<file path="config.mk">
export PLATFORM = sky130hd
export DESIGN_NAME = writeback_port
export DESIGN_NICKNAME = d
export VERILOG_FILES = /design/src/rtl/wb_pkg.sv /design/src/rtl/wb_fifo.sv /design/src/rtl/writeback_port.sv
export SDC_FILE = /design/constraint.sdc
export NUM_CORES = 1
export LEC_CHECK = 0
export BUFFER_PORTS_ARGS = -buffer_cell sky130_fd_sc_hd__buf_2
export CORE_MARGIN = 3
export CORE_UTILIZATION = 54
export CTS_BUF_LIST = sky130_fd_sc_hd__clkbuf_8
export DETAILED_ROUTE_END_ITERATION = 10
export PLACE_DENSITY = 0.78
export SLEW_MARGIN = 10
export SYNTH_ARGS = -nofsm -noshare
export SYNTH_HDL_FRONTEND = slang
export SYNTH_SLANG_ARGS = --single-unit
</file>
<file path="constraint.sdc">
create_clock -name clk -period 7.1 [get_ports clk]
set_input_delay 1.42 -clock clk [delete_from_list [all_inputs] [get_ports clk]]
set_output_delay 1.42 -clock clk [all_outputs]
set_load 0.01 [all_outputs]
</file>
<file path="src/rtl/wb_pkg.sv">
// Shared types and helpers for the register-file writeback port.
// Data width follows `BIT_COUNT (defaults to 32 when not supplied by the build).
`ifndef BIT_COUNT
`define BIT_COUNT 32
`endif

package wb_pkg;

    // Datapath width of one register-file write.
    localparam int WB_DATA_W   = `BIT_COUNT;

    // Destination field is sized for the largest register file this port supports;
    // each instance only ever stores addresses below its own REGISTER_COUNT.
    localparam int WB_RD_MAX_W = 8;
    localparam int WB_REG_MAX  = 256;

    // One queued multi-cycle result. valid=0 marks a squashed (or empty) slot.
    typedef struct packed {
        logic                   valid;
        logic [WB_RD_MAX_W-1:0] rd;
        logic [WB_DATA_W-1:0]   data;
    } wb_entry_t;

    // One-hot decode of a destination register address.
    function automatic logic [WB_REG_MAX-1:0] onehot_rd(input logic [WB_RD_MAX_W-1:0] rd);
        logic [WB_REG_MAX-1:0] oh;
        oh     = '0;
        oh[rd] = 1'b1;
        return oh;
    endfunction

endpackage

</file>
<file path="src/rtl/wb_fifo.sv">
// Circular queue of multi-cycle results awaiting the register-file write port.
// Supports squash-by-destination so a younger pipeline write invalidates older
// queued writes to the same register, and publishes the pending-destination mask.
module wb_fifo
    import wb_pkg::*;
#(
    parameter int REGISTER_COUNT = 32,
    parameter int FIFO_DEPTH     = 4,
    localparam int PW            = $clog2(FIFO_DEPTH),
    localparam int CW            = PW + 1
) (
    input  logic                      clk_i,
    input  logic                      rst_i,
    input  logic                      push_i,
    input  wb_entry_t                 push_entry_i,
    input  logic                      pop_i,
    input  logic                      squash_i,
    input  logic [WB_RD_MAX_W-1:0]    squash_rd_i,
    output wb_entry_t                 head_o,
    output logic                      empty_o,
    output logic                      full_o,
    output logic [CW-1:0]             count_o,
    output logic [REGISTER_COUNT-1:0] pending_mask_o
);

    wb_entry_t        mem_q [FIFO_DEPTH];
    wb_entry_t        mem_d [FIFO_DEPTH];
    logic [PW-1:0]    wr_ptr_q, wr_ptr_d;
    logic [PW-1:0]    rd_ptr_q, rd_ptr_d;
    logic [CW-1:0]    count_q, count_d;
    logic             push_ok_s;
    logic             pop_ok_s;
    logic [WB_REG_MAX-1:0] mask_s;

    assign empty_o   = (count_q == CW'(0));
    assign full_o    = (count_q == CW'(FIFO_DEPTH));
    assign count_o   = count_q;
    assign head_o    = mem_q[rd_ptr_q];
    assign push_ok_s = push_i && !full_o;
    assign pop_ok_s  = pop_i && !empty_o;

    // Next-state for storage, pointers and occupancy: squash, then pop, then push.
    always_comb begin
        mem_d    = mem_q;
        wr_ptr_d = wr_ptr_q;
        rd_ptr_d = rd_ptr_q;
        count_d  = count_q;
        for (int i = 0; i < FIFO_DEPTH; i++) begin
            if (squash_i && mem_q[i].valid && (mem_q[i].rd == squash_rd_i)) begin
                mem_d[i].valid = 1'b0;
            end else begin
                mem_d[i].valid = mem_q[i].valid;
            end
        end
        if (pop_ok_s) begin
            mem_d[rd_ptr_q].valid = 1'b0;
            rd_ptr_d              = rd_ptr_q + PW'(1);
        end else begin
            rd_ptr_d = rd_ptr_q;
        end
        if (push_ok_s) begin
            mem_d[wr_ptr_q]       = push_entry_i;
            // A same-cycle younger pipeline write to this register wins.
            mem_d[wr_ptr_q].valid = push_entry_i.valid &&
                                    !(squash_i && (push_entry_i.rd == squash_rd_i));
            wr_ptr_d              = wr_ptr_q + PW'(1);
        end else begin
            wr_ptr_d = wr_ptr_q;
        end
        case ({push_ok_s, pop_ok_s})
            2'b10:   count_d = count_q + CW'(1);
            2'b01:   count_d = count_q - CW'(1);
            default: count_d = count_q;
        endcase
    end

    // Queue state registers; reset discards every queued result.
    always_ff @(posedge clk_i or posedge rst_i) begin
        if (rst_i) begin
            for (int i = 0; i < FIFO_DEPTH; i++) begin
                mem_q[i] <= '0;
            end
            wr_ptr_q <= '0;
            rd_ptr_q <= '0;
            count_q  <= '0;
        end else begin
            mem_q    <= mem_d;
            wr_ptr_q <= wr_ptr_d;
            rd_ptr_q <= rd_ptr_d;
            count_q  <= count_d;
        end
    end

    // Pending-destination mask: OR of one-hot destinations of valid entries, r0 excluded.
    always_comb begin
        mask_s = '0;
        for (int i = 0; i < FIFO_DEPTH; i++) begin
            if (mem_q[i].valid && (mem_q[i].rd != '0)) begin
                mask_s = mask_s | onehot_rd(mem_q[i].rd);
            end else begin
                mask_s = mask_s;
            end
        end
    end

    assign pending_mask_o = REGISTER_COUNT'(mask_s);

endmodule

</file>
<file path="src/rtl/writeback_port.sv">
// Sole owner of the register-file write port. Arbitrates the never-stalled
// pipeline writeback against queued multi-cycle results (pipeline first) and
// drives a registered WriteEn/rd1Adr/Rd1.
// Optional build macro WB_MC_BYPASS_EN: an accepted multi-cycle result that
// finds the queue empty and the pipeline silent is written one cycle earlier,
// skipping the queue.
module writeback_port
    import wb_pkg::*;
#(
    parameter int REGISTER_COUNT = 32,
    parameter int FIFO_DEPTH     = 4,
    localparam int AW            = $clog2(REGISTER_COUNT),
    localparam int CW            = $clog2(FIFO_DEPTH) + 1
) (
    input  logic                      clk,
    input  logic                      reset,
    input  logic                      pipeValid,
    input  logic [AW-1:0]             pipeRdAdr,
    input  logic [WB_DATA_W-1:0]      pipeResult,
    input  logic                      mcValid,
    output logic                      mcReady,
    input  logic [AW-1:0]             mcRdAdr,
    input  logic [WB_DATA_W-1:0]      mcResult,
    output logic                      WriteEn,
    output logic [AW-1:0]             rd1Adr,
    output logic [WB_DATA_W-1:0]      Rd1,
    output logic [REGISTER_COUNT-1:0] pendingMask,
    output logic [CW-1:0]             fifoCount
);

    logic                 pipe_wr_s;
    logic                 mc_keep_s;
    logic                 bypass_s;
    logic                 push_s;
    logic                 pop_s;
    logic                 empty_s;
    logic                 full_s;
    wb_entry_t            push_entry_s;
    wb_entry_t            head_s;
    logic                 we_q, we_d;
    logic [AW-1:0]        adr_q, adr_d;
    logic [WB_DATA_W-1:0] data_q, data_d;

    // A pipeline result to r0 is not a write and does not block the queue.
    assign pipe_wr_s = pipeValid && (pipeRdAdr != '0);

    // Readiness depends only on occupancy, never on a same-cycle dequeue.
    assign mcReady   = !full_s;

    // Accepted results to r0 are consumed here and never reach the queue.
    assign mc_keep_s = mcValid && mcReady && (mcRdAdr != '0);

`ifdef WB_MC_BYPASS_EN
    assign bypass_s  = mc_keep_s && empty_s && !pipe_wr_s;
`else
    assign bypass_s  = 1'b0;
`endif

    assign push_s    = mc_keep_s && !bypass_s;
    assign pop_s     = !pipe_wr_s && !empty_s;

    assign push_entry_s.valid = 1'b1;
    assign push_entry_s.rd    = WB_RD_MAX_W'(mcRdAdr);
    assign push_entry_s.data  = mcResult;

    wb_fifo #(
        .REGISTER_COUNT (REGISTER_COUNT),
        .FIFO_DEPTH     (FIFO_DEPTH)
    ) u_fifo (
        .clk_i          (clk),
        .rst_i          (reset),
        .push_i         (push_s),
        .push_entry_i   (push_entry_s),
        .pop_i          (pop_s),
        .squash_i       (pipe_wr_s),
        .squash_rd_i    (WB_RD_MAX_W'(pipeRdAdr)),
        .head_o         (head_s),
        .empty_o        (empty_s),
        .full_o         (full_s),
        .count_o        (fifoCount),
        .pending_mask_o (pendingMask)
    );

    // Write-port source selection: pipeline, else queue head, else bypass, else idle.
    always_comb begin
        we_d   = 1'b0;
        adr_d  = adr_q;
        data_d = data_q;
        if (pipe_wr_s) begin
            we_d   = 1'b1;
            adr_d  = pipeRdAdr;
            data_d = pipeResult;
        end else if (pop_s) begin
            // A squashed head is popped but must not write.
            we_d   = head_s.valid;
            adr_d  = AW'(head_s.rd);
            data_d = head_s.data;
        end else if (bypass_s) begin
            we_d   = 1'b1;
            adr_d  = mcRdAdr;
            data_d = mcResult;
        end else begin
            we_d   = 1'b0;
        end
    end

    // Registered register-file write port.
    always_ff @(posedge clk or posedge reset) begin
        if (reset) begin
            we_q   <= 1'b0;
            adr_q  <= '0;
            data_q <= '0;
        end else begin
            we_q   <= we_d;
            adr_q  <= adr_d;
            data_q <= data_d;
        end
    end

    assign WriteEn = we_q;
    assign rd1Adr  = adr_q;
    assign Rd1     = data_q;

endmodule
</file>
# Word-level counts from Yosys, hierarchy flattened
# Cells that the tools add are included.
# classes
n_lt_le_gt_ge	12
muxes	37
bitwise	5
n_addsub	4
n_eq_ne	8
n_reduce_logical	38
# ops
op	count
164-bit bitwise mux	3
164-bit 2-to-1 mux	2
41-bit demux with 2-bit select	3
41-bit 2-to-1 mux	5
32-bit 2-to-1 mux	6
32-bit OR	3
41-bit binary-select mux with 2-bit select	1
8-bit by 9-bit < comparator with 1-bit output, second input constant	4
1-bit demux with 8-bit select	4
8-bit by 5-bit == test with 1-bit output	4
8-bit by 1-bit >= comparator with 1-bit output, second input constant	4
8-bit nonzero test	4
1-bit logical AND	25
1-bit 2-to-1 mux	10
5-bit 2-to-1 mux	2
5-bit nonzero test	2
3-bit >= comparator, second input constant	2
3-bit by 1-bit < comparator with 1-bit output, second input constant	2
2-bit inverter with 3-bit output	2
3-bit case mux with 2 select lines	1
5-bit == test	1
2-bit by 1-bit adder with 2-bit output, second input constant	2
1-bit logical NOT	4
2-bit nonzero test	2
6 further kinds	6
# totals
in_bits	78
ff_bits	209
word_cells	122
output_inout_bits	74

# Logic depth before layout (Yosys ltp)
# Gate-level depths: netlist of run 1.
# depth
word_depth	11
depth_mapped	12
depth_no_buf	10

# By module
# Synthesis of run 1 repeated with hierarchy kept, for this count alone.
# unflattened
hier_cells	1100
area_unflattened_um2	11267.1
# by_module_without_submodules
mod	area_each_um2	cells_each	seq_area_each_um2	instances
wb_fifo	9376.5	964	4279.1	1
writeback_port	1890.6	136	950.9	1

# Worst setup path after synthesis of run 1
# No wires, ideal clock.
# synth_timing
path_type	input -> register
from	input port pipeRdAdr[3]
to	register u_fifo.count_q[2] (netlist: u_fifo.count_o[2])
arrival_time_ns	3.457
setup_time_ns	0.079
required_time_ns	7.021
path_slack_ns	3.564
n_path_buf	2
path_stages	12
cell_sequence	buf_4 > or4_4 > o21ai_4 > buf_6 > nand2_4 > inv_1 > ha_1 > inv_1 > fa_1 > xor2_1 > nor2_1 > xor2_1
# synth_via
elab_chain_cells	7
elab_cells_between_ends	9
classes_between	eq/ne: 2; mux: 1; reduce/logical: 6
# synth_rtl
item	line_no	rtl
from (decl)	writeback_port.sv:18	input logic [AW-1:0] pipeRdAdr,
5-bit nonzero test (*)	writeback_port.sv:45	assign pipe_wr_s = pipeValid && (pipeRdAdr != '0);
1-bit logical AND (*)	writeback_port.sv:45	
1-bit logical NOT (*)	writeback_port.sv:60	assign pop_s = !pipe_wr_s && !empty_s;
1-bit logical AND (*)	writeback_port.sv:60	
1-bit logical AND (*)	wb_fifo.sv:40	assign pop_ok_s = pop_i && !empty_o;
2-bit by 1-bit == test with 1-bit output / 2-bit == test (equally long branches)	wb_fifo.sv:70	case ({push_ok_s, pop_ok_s})
3-bit case mux with 2 select lines / 2-bit nonzero test (equally long branches)	-	
to (signal assigned)	wb_fifo.sv:90	count_q <= count_d;
to (decl)	wb_fifo.sv:30	logic [CW-1:0] count_q, count_d;
# Every way passes the cells marked *; elsewhere a longest branch is shown, timed or not.
# A chain may end at the register's enable or synchronous reset.

# Worst setup path after layout of run 1
# layout_timing
from	register u_fifo.mem_q[36] (netlist bit)
to	output port pendingMask[1]
# layout_via
elab_chain_cells	6
elab_cells_between_ends	9
classes_between	order compare: 2; mux: 3; bitwise: 1; reduce/logical: 3
# layout_rtl
item	line_no	rtl
from (decl)	wb_fifo.sv:26	wb_entry_t mem_q [FIFO_DEPTH];
from (signal assigned)	wb_fifo.sv:87	mem_q <= mem_d;
8-bit by 9-bit < comparator with 1-bit output (not written as such) / 8-bit by 1-bit >= comparator with 1-bit output (equally long branches)	wb_pkg.sv:28	oh[rd] = 1'b1;
1-bit logical AND (not written as such)	wb_pkg.sv:28	
1-bit 2-to-1 mux (not written as such)	wb_pkg.sv:28	
1-bit demux with 8-bit select	-	
32-bit OR	wb_fifo.sv:99	mask_s = mask_s | onehot_rd(mem_q[i].rd);
32-bit 2-to-1 mux (*)	wb_fifo.sv:98	if (mem_q[i].valid && (mem_q[i].rd != '0)) begin
to (decl)	writeback_port.sv:27	output logic [REGISTER_COUNT-1:0] pendingMask,
# Marked as above.

==> impl_metrics.tcl, run 1 <==
set metrics [dict create \
    synth_cell_type_count 58 \
    area_delta_synth_final_pct 11.7 \
    post-synth-top-area-cell "dfrtp_1" \
    run_status "complete, no violations" \
    postRouteWirelength_um 25200 \
    final.period_utilization_pct 56.9 \
    yosys_register_bits 197 \
    fin_setup_tns_ns 0 \
    boundaryPins 152 \
    num_cts_buffers 17 \
    timing.critical_path.fanout_max 13 \
    max_slew_margin_pct 27.9 \
    use_met2_pct 40.0 \
    clock_insertion_delay_worst_skew_ns 0.47 \
    cts_h_tree_depth 4 \
    cts-root-buf "clkbuf_8" \
    tritoncts "built" \
    ctsResizeCount 0 \
    power.static_leakage_nw 5.13 \
    globalRouteMet3Util_pct 6.25 \
    antenna_cells 0 \
    synth_enable_flop_cells 0 \
    clk_pin_slew_worst_paths_ns 0.09 \
    globalRouteOverflowTotal 0 \
    critical_path.reg2reg.startpoint "u_fifo.count_o[0]" \
    critical_path_class "reg2out" \
    power.clock.fraction_pct 14.1 \
    dr.pass1.iters 7 \
    post_syn_nets 920 \
    grt_first_pass_wirelength_um 40200 \
    gp_routability_congestion 0.965 \
    cp_num_cells 4 \
    worstSetupEndpoint "pendingMask[1]" \
    die_w_um 144 \
    setup_repair_after_global_routing_missed_its_margin "false" \
    start_kind "register" \
    synth_top_area_share_pct 47.7 \
    route.vias.total 7307 \
    number_of_port_buffers 150 \
    placed_area_um2 11100 \
    yosys_most_used_dff "dfrtp_1" \
    timing.critical_path.to_type "output pin" \
    async_flop_share_pct 100 \
    row_count 49 \
    timing.clock.skew_ns 0.0111 \
    cp_top_family "simple AND/OR/NAND/NOR gates" \
    worstPathArrival_ns 2.62 \
    design.die.area_um2 20800 \
    cts_setup_buffers 0 \
    slowest_stage "or4b_2" \
    power_density_nw_per_um2 457 \
    synth-seq-area-share_pct 47.7 \
    r2r_slack_ns 4.43 \
    netlist_instances 832 \
    fmaxAchievable_ghz 0.248 \
    regToRegEndpoint "u_fifo.count_o[2]" \
    synth_area_um2 10300 \
    detail_route.iter0.violations 645 \
    drt-wirelength-per-cell_um 21.2 \
    combPwrFrac_pct 43.9 \
    seq_power_share_pct 42.0 \
    drc_errors 0 \
    initial_utilization_pct 56.2 \
    hold_path.class "reg2reg" \
    yosysWarnings 0 \
    gr-usage-met1_pct 33.4 \
    grt.busiest_layer "met2" \
    design.core.area_um2 18400 \
    cts.sink_count 197 \
    detailed_place_hpwl_um 16800 \
    path_cells "nor3_1 > or4b_2 > o221ai_1 > buf_2" \
    die_height_um 144 \
    clockBufferDepth 2 \
    cp.required_ns 5.68 \
    grt_start_max_net_pins 146 \
    vias_per_cell 6.17 \
    power.switching_w 0.00202 \
    vias_in_the_first_global_route 7535 \
    layout.cell_area.non_filler_um2 11500 \
    crit_buf_inv 1 \
    ff2ff_path_depth 9 \
    max_slew.worst_pin.slew_ns 1.08 \
    cts.hold.buffers_added 0 \
    crit_start "u_fifo.mem_q[36]" \
    post_synth.cell_area_avg_um2 12.4 \
    final_max_slew_viol_count 0 \
    drtAntennaViolNets 0 \
    final-setup-viol-count 0 \
    timing.final.hold_violations 0 \
    irDropWorstVdd_mv 0.246 \
    antenna_violations_before_repair 3 \
    grt_use_total_pct 24.9 \
    maxCapViolations 0 \
    final_layout_size_suffix_gt1_share_pct 35.8 \
    nNetsFinal 1031 \
    cp_peak_stage_delay_ns 0.79 \
    netSwitchingFraction_pct 38.3 \
    synthTopCellsByArea "dfrtp_1, mux2_2, mux4_2, mux2_1, mux2i_1" \
    internal_power_w 0.00325 \
    fin_crit_ns 4.04 \
]
[layer usage]
metal / share of wire, % / vias to the layer above
met2: 48 / 331
met5: 0.13 / -
li1: - / 3262
met4: 2.5 / 6
met3: 8.0 / 71
met1: 42 / 3637
[metrics by stage]
stage / setup WS [ns] / instances / hold WS, ns / util, % / power (W)
global route: 2.96 / 1185 / 0.518 / 62.8 / 0.00562
global placement: 3.36 / 1153 / 0.461 / 60.5 / 0.00445
CTS: 3.10 / 1185 / 0.496 / 62.8 / 0.00529
finish: 3.06 / 1185 / 0.492 / 62.8 / 0.00527
detailed placement: 3.32 / 1153 / 0.472 / 60.5 / 0.00454
floorplan: 0.311 / 832 / 0.452 / - / 0.00384
[cell type report]
| type | instances | area (µm²) |
|---|---|---|
| flip-flops and latches | 197 | 4930 |
| clock inverters | 13 | 145 |
| fillers | 1436 | 6850 |
| clock buffers | 19 | 262 |
| well taps | 229 | 287 |
| inverters | 19 | 78.8 |
| repair buffers | 159 | 818 |
| multi-input cells | 549 | 5020 |
[worst min path at each step]
stage               cells past startpoint              start                 to  slack (ns)
global route                            1   u_fifo.mem_q[47]   u_fifo.mem_q[47]        0.52
CTS                                     1   u_fifo.mem_q[68]   u_fifo.mem_q[68]        0.50
detailed placement                      1   u_fifo.mem_q[68]   u_fifo.mem_q[68]        0.47
floorplan                               1   u_fifo.mem_q[41]   u_fifo.mem_q[41]        0.45
finish                                  1  u_fifo.mem_q[128]  u_fifo.mem_q[128]        0.49
global placement                        1   u_fifo.mem_q[90]   u_fifo.mem_q[90]        0.46
[power groups by stage]
stage	Clock [W]	Combinational [W]	Sequential, W
after floorplan	0	0.00185	0.00200
after global placement	0	0.00227	0.00218
after detailed placement	0	0.00233	0.00221
after CTS	0.000759	0.00234	0.00220
after global routing	0.000808	0.00253	0.00229
final	0.000743	0.00231	0.00221
[registers in the layout, indices dropped and copies added, names as in the netlist]
register         count
Rd1                 32
u_fifo.mem_q       152
rd1Adr               5
u_fifo.rd_ptr_q      2
u_fifo.count_o       3
u_fifo.wr_ptr_q      2
WriteEn              1
[worst reg2reg max path, stage by stage, from the launching register on]
cell and delay (ns):
dfrtp_1 0.45, nor3b_2 0.77, a211oi_2 0.23, inv_1 0.12, ha_1 0.19, inv_1 0.06
fa_1 0.37, xor2_1 0.16, nor2_1 0.11, xor2_1 0.14
[layout by cell type (no fill, tap or decap), types with 6 or more instances in the layout]
cell	synthesis	routed
xor2_1	12	12
xnor2_1	18	18
and3_1	6	6
inv_1	19	19
mux2_1	56	56
mux2i_1	37	37
o221ai_1	8	8
nor2_1	61	61
o32ai_1	7	7
nor3_1	7	7
mux2_2	91	91
o21ai_0	6	6
nand2_1	41	41
dfrtp_1	197	195
buf_2	22	150
a32oi_1	11	11
nand2b_1	13	13
ha_1	9	9
nand3_1	11	11
a21oi_1	35	35
clkbuf_8	0	19
buf_4	8	9
mux4_2	38	38
a22oi_1	14	14
nor4_1	7	7
[cells by family after synthesis]
logic type	count (synthesis)	share of synthesized area, %
buffers and inverters	86	4.19
multiplexers	223	28.0
other	1	0.0363
AND/OR/NAND/NOR	175	8.47
adder cells (fa/ha/maj)	10	1.28
XOR/XNOR	30	2.54
AO/OA/AOI/OAI	110	7.73
flip-flops	197	47.7
[Yosys cell counts, types with 2 or more instances]
master and count:
nand2b_1 13, o31ai_1 2, buf_2 22, a32oi_1 11, nor3_1 7, mux2i_1 37, nand3_1 11, and3_1 6
xnor2_1 18, o221ai_1 8, a222oi_1 3, nor3b_1 4, xor2_1 12, inv_1 19, a211oi_1 4, nand2_1 41
a21oi_1 35, or3b_2 2, and3b_1 2, a22o_1 2, ha_1 9, a22oi_1 14, o211ai_1 5, nor2b_1 5
mux4_2 38, nand3b_1 2, buf_1 3, buf_4 8, nor4_1 7, clkbuf_1 27, mux2_2 91, mux2_1 56
nor2_1 61, buf_6 7, o21ai_0 6, dfrtp_1 197, o32ai_1 7, or2_2 5, or3_1 2, a221o_1 5
(Power assumes the default switching activity.)
==> run 2: changes to the inputs <==
--- a/config.mk
+++ b/config.mk
@@ -7,10 +7,10 @@
 export LEC_CHECK = 0
 export BUFFER_PORTS_ARGS = -buffer_cell sky130_fd_sc_hd__buf_2
 export CORE_MARGIN = 3
-export CORE_UTILIZATION = 54
+export CORE_UTILIZATION = 60
 export CTS_BUF_LIST = sky130_fd_sc_hd__clkbuf_8
 export DETAILED_ROUTE_END_ITERATION = 10
-export PLACE_DENSITY = 0.78
+export PLACE_DENSITY = 0.82
 export SLEW_MARGIN = 10
 export SYNTH_ARGS = -nofsm -noshare
 export SYNTH_HDL_FRONTEND = slang
==> constraint.sdc (replaced) <==
create_clock -name clk -period 4.13 [get_ports clk]
set_input_delay 0.826 -clock clk [delete_from_list [all_inputs] [get_ports clk]]
set_output_delay 0.826 -clock clk [all_outputs]
set_load 0.01 [all_outputs]
==> run 2 against run 1 <==
Against the previous run:
- register-to-register slack worse by 2.9 ns
- global-route usage grew 2.6 points
- hold slack got worse by 0.032 ns
- total power up 72%
- first-iteration DRC count down 8.7%
- combinational power grew 69%
- core utilization grew 6.7 points
- final cell count decreased by 0.42%
- clock power increased by 74%
- die area fell by 9.6%
==> impl_metrics.tcl, run 2 (same netlist as run 1, synthesis figures left out) <==
set metrics [dict create \
    final_layout_size_suffix_gt1_share_pct 36.0 \
    die_w_um 137 \
    final.period_utilization_pct 81.8 \
    fmaxAchievable_ghz 0.296 \
    final_cell_mix "dfrtp_1, buf_2, mux2_2" \
    worstPathArrival_ns 2.55 \
    final.fill_count 1228 \
    cts-root-buf "clkbuf_8" \
    power.static_leakage_nw 5.16 \
    timing.critical_path.to_type "output pin" \
    cts_setup_buffers 0 \
    power_density_nw_per_um2 784 \
    max_slew_margin_pct 28.6 \
    cts_h_tree_depth 4 \
    path_cells "nor3_1 > or4b_2 > o31ai_1 > buf_2" \
    run_status "complete, no violations" \
    fin_crit_ns 3.38 \
    start_kind "register" \
    setup_repair_after_global_routing_missed_its_margin "false" \
    ctsResizeCount 0 \
    boundaryPins 152 \
    tritoncts "built" \
    detail_route.iter0.violations 589 \
    nNetsFinal 1036 \
    vias_per_cell 6.16 \
    area_delta_synth_final_pct 12.2 \
    cts.sink_count 197 \
    postRouteWirelength_um 24800 \
    placed_area_um2 11200 \
    row_count 47 \
    top_register "u_fifo.mem_q" \
    detailed_place_hpwl_um 16800 \
    gp_routability_congestion 0.979 \
    drtAntennaViolNets 0 \
    max_slew.worst_pin.slew_ns 1.07 \
    timing.clock.skew_ns 0.0151 \
    clock_insertion_delay_worst_skew_ns 0.46 \
    antenna_violations_before_repair 3 \
    initial_utilization_pct 61.9 \
    die_height_um 137 \
    largest_register_ff_count 152 \
    drt-wirelength-per-cell_um 21.1 \
    timing.critical_path.fanout_max 13 \
    route.vias.total 7274 \
    fin_setup_tns_ns 0 \
    clk_pin_slew_worst_paths_ns 0.09 \
    design.die.area_um2 18800 \
    maxCapViolations 0 \
    final-setup-viol-count 0 \
    hold_path.class "in2async" \
    grt_use_total_pct 27.6 \
    grt_start_max_net_pins 108 \
    clockBufferDepth 2 \
    drc_errors 0 \
    final_max_slew_viol_count 0 \
    globalRouteOverflowTotal 0 \
    cts.hold.buffers_added 0 \
    vias_in_the_first_global_route 7467 \
    cp_peak_stage_delay_ns 0.78 \
    design.core.area_um2 16700 \
    critical_path_class "reg2out" \
    layout.cell_area.non_filler_um2 11600 \
    mostFrequentLayoutCell "dfrtp_1" \
    timing.final.hold_violations 0 \
    grt_first_pass_wirelength_um 40200 \
    irDropWorstVdd_mv 0.419 \
    cp.required_ns 3.30 \
    number_of_port_buffers 150 \
    slowest_stage "or4b_2" \
    dr.pass1.iters 5 \
    num_cts_buffers 17 \
]
==> run 2: changes by cell type in the layout (fill, tap and decap cells not counted), sizes merged <==
cell | before | now
bufinv | 2 | 3
diode | 0 | 1
inv | 26 | 22
clkinvlp | 1 | 2
buf | 159 | 164
==> run 2: layout make-up <==
| class | instances | area, µm² | share of cell area [%] |
|---|---|---|---|
| antenna | 1 | 2.50 | 0.0216 |
| clock buffer | 19 | 262 | 2.26 |
| clock inverter | 11 | 149 | 1.28 |
| inverter | 19 | 75.1 | 0.647 |
| multi-input combinational | 549 | 5020 | 43.3 |
| sequential | 197 | 4930 | 42.5 |
| tap | 220 | 275 | 2.37 |
| timing repair buffer | 164 | 881 | 7.60 |
==> run 2: critical path, delay by kind of cell, from the launching register on <==
kind | cells | cell delay (ns)
compound gates | 1 | 0.27
simple gates | 2 | 0.97
flops | 1 | 0.68
buf+inv | 1 | 0.18
==> run 2: metrics by stage <==
stage	cells	total power [W]	hold slack (ns)	util, %	setup WS (ns)
finish	1180	0.00909	0.460	69.4	0.753
global placement	1149	0.00766	0.462	67.0	1.00
global route	1179	0.00968	0.482	69.4	0.695
detailed placement	1149	0.00782	0.469	67.0	0.964
CTS	1179	0.00913	0.451	69.4	0.817
floorplan	832	0.00661	0.452	-	0.758
==> run 2: layer usage <==
metal	up-vias	wire length, µm	global-route usage (%)
li1	3277	-	-
met4	6	543	9.92
met3	52	1470	5.41
met2	270	12500	45.4
met5	-	31	0
met1	3669	10300	36.8
==> run 2: path summary, 6_finish.rpt <==
| kind | from | end | slack (ns) | cells past startpoint |
|---|---|---|---|---|
| worst max-delay path | u_fifo.mem_q[33] | pendingMask[16] | 0.75 | 4 |
| worst min-delay path | reset | u_fifo.mem_q[50] | 0.46 | 2 |
| worst max register to register | u_fifo.count_o[0] | u_fifo.count_o[2] | 1.52 | 9 |
| worst min register to register | u_fifo.mem_q[96] | u_fifo.mem_q[96] | 0.49 | 1 |
| max in group asynchronous | reset | u_fifo.mem_q[73] | 2.69 | 3 |
| min in group clk | u_fifo.mem_q[96] | u_fifo.mem_q[96] | 0.49 | 1 |
==> run 2: where the power goes <==
part           leakage (nW)  switching (W)  internal (W)
logic                  2.62        0.00177       0.00213
registers              2.33       0.000999       0.00290
clock network         0.212       0.000659      0.000629
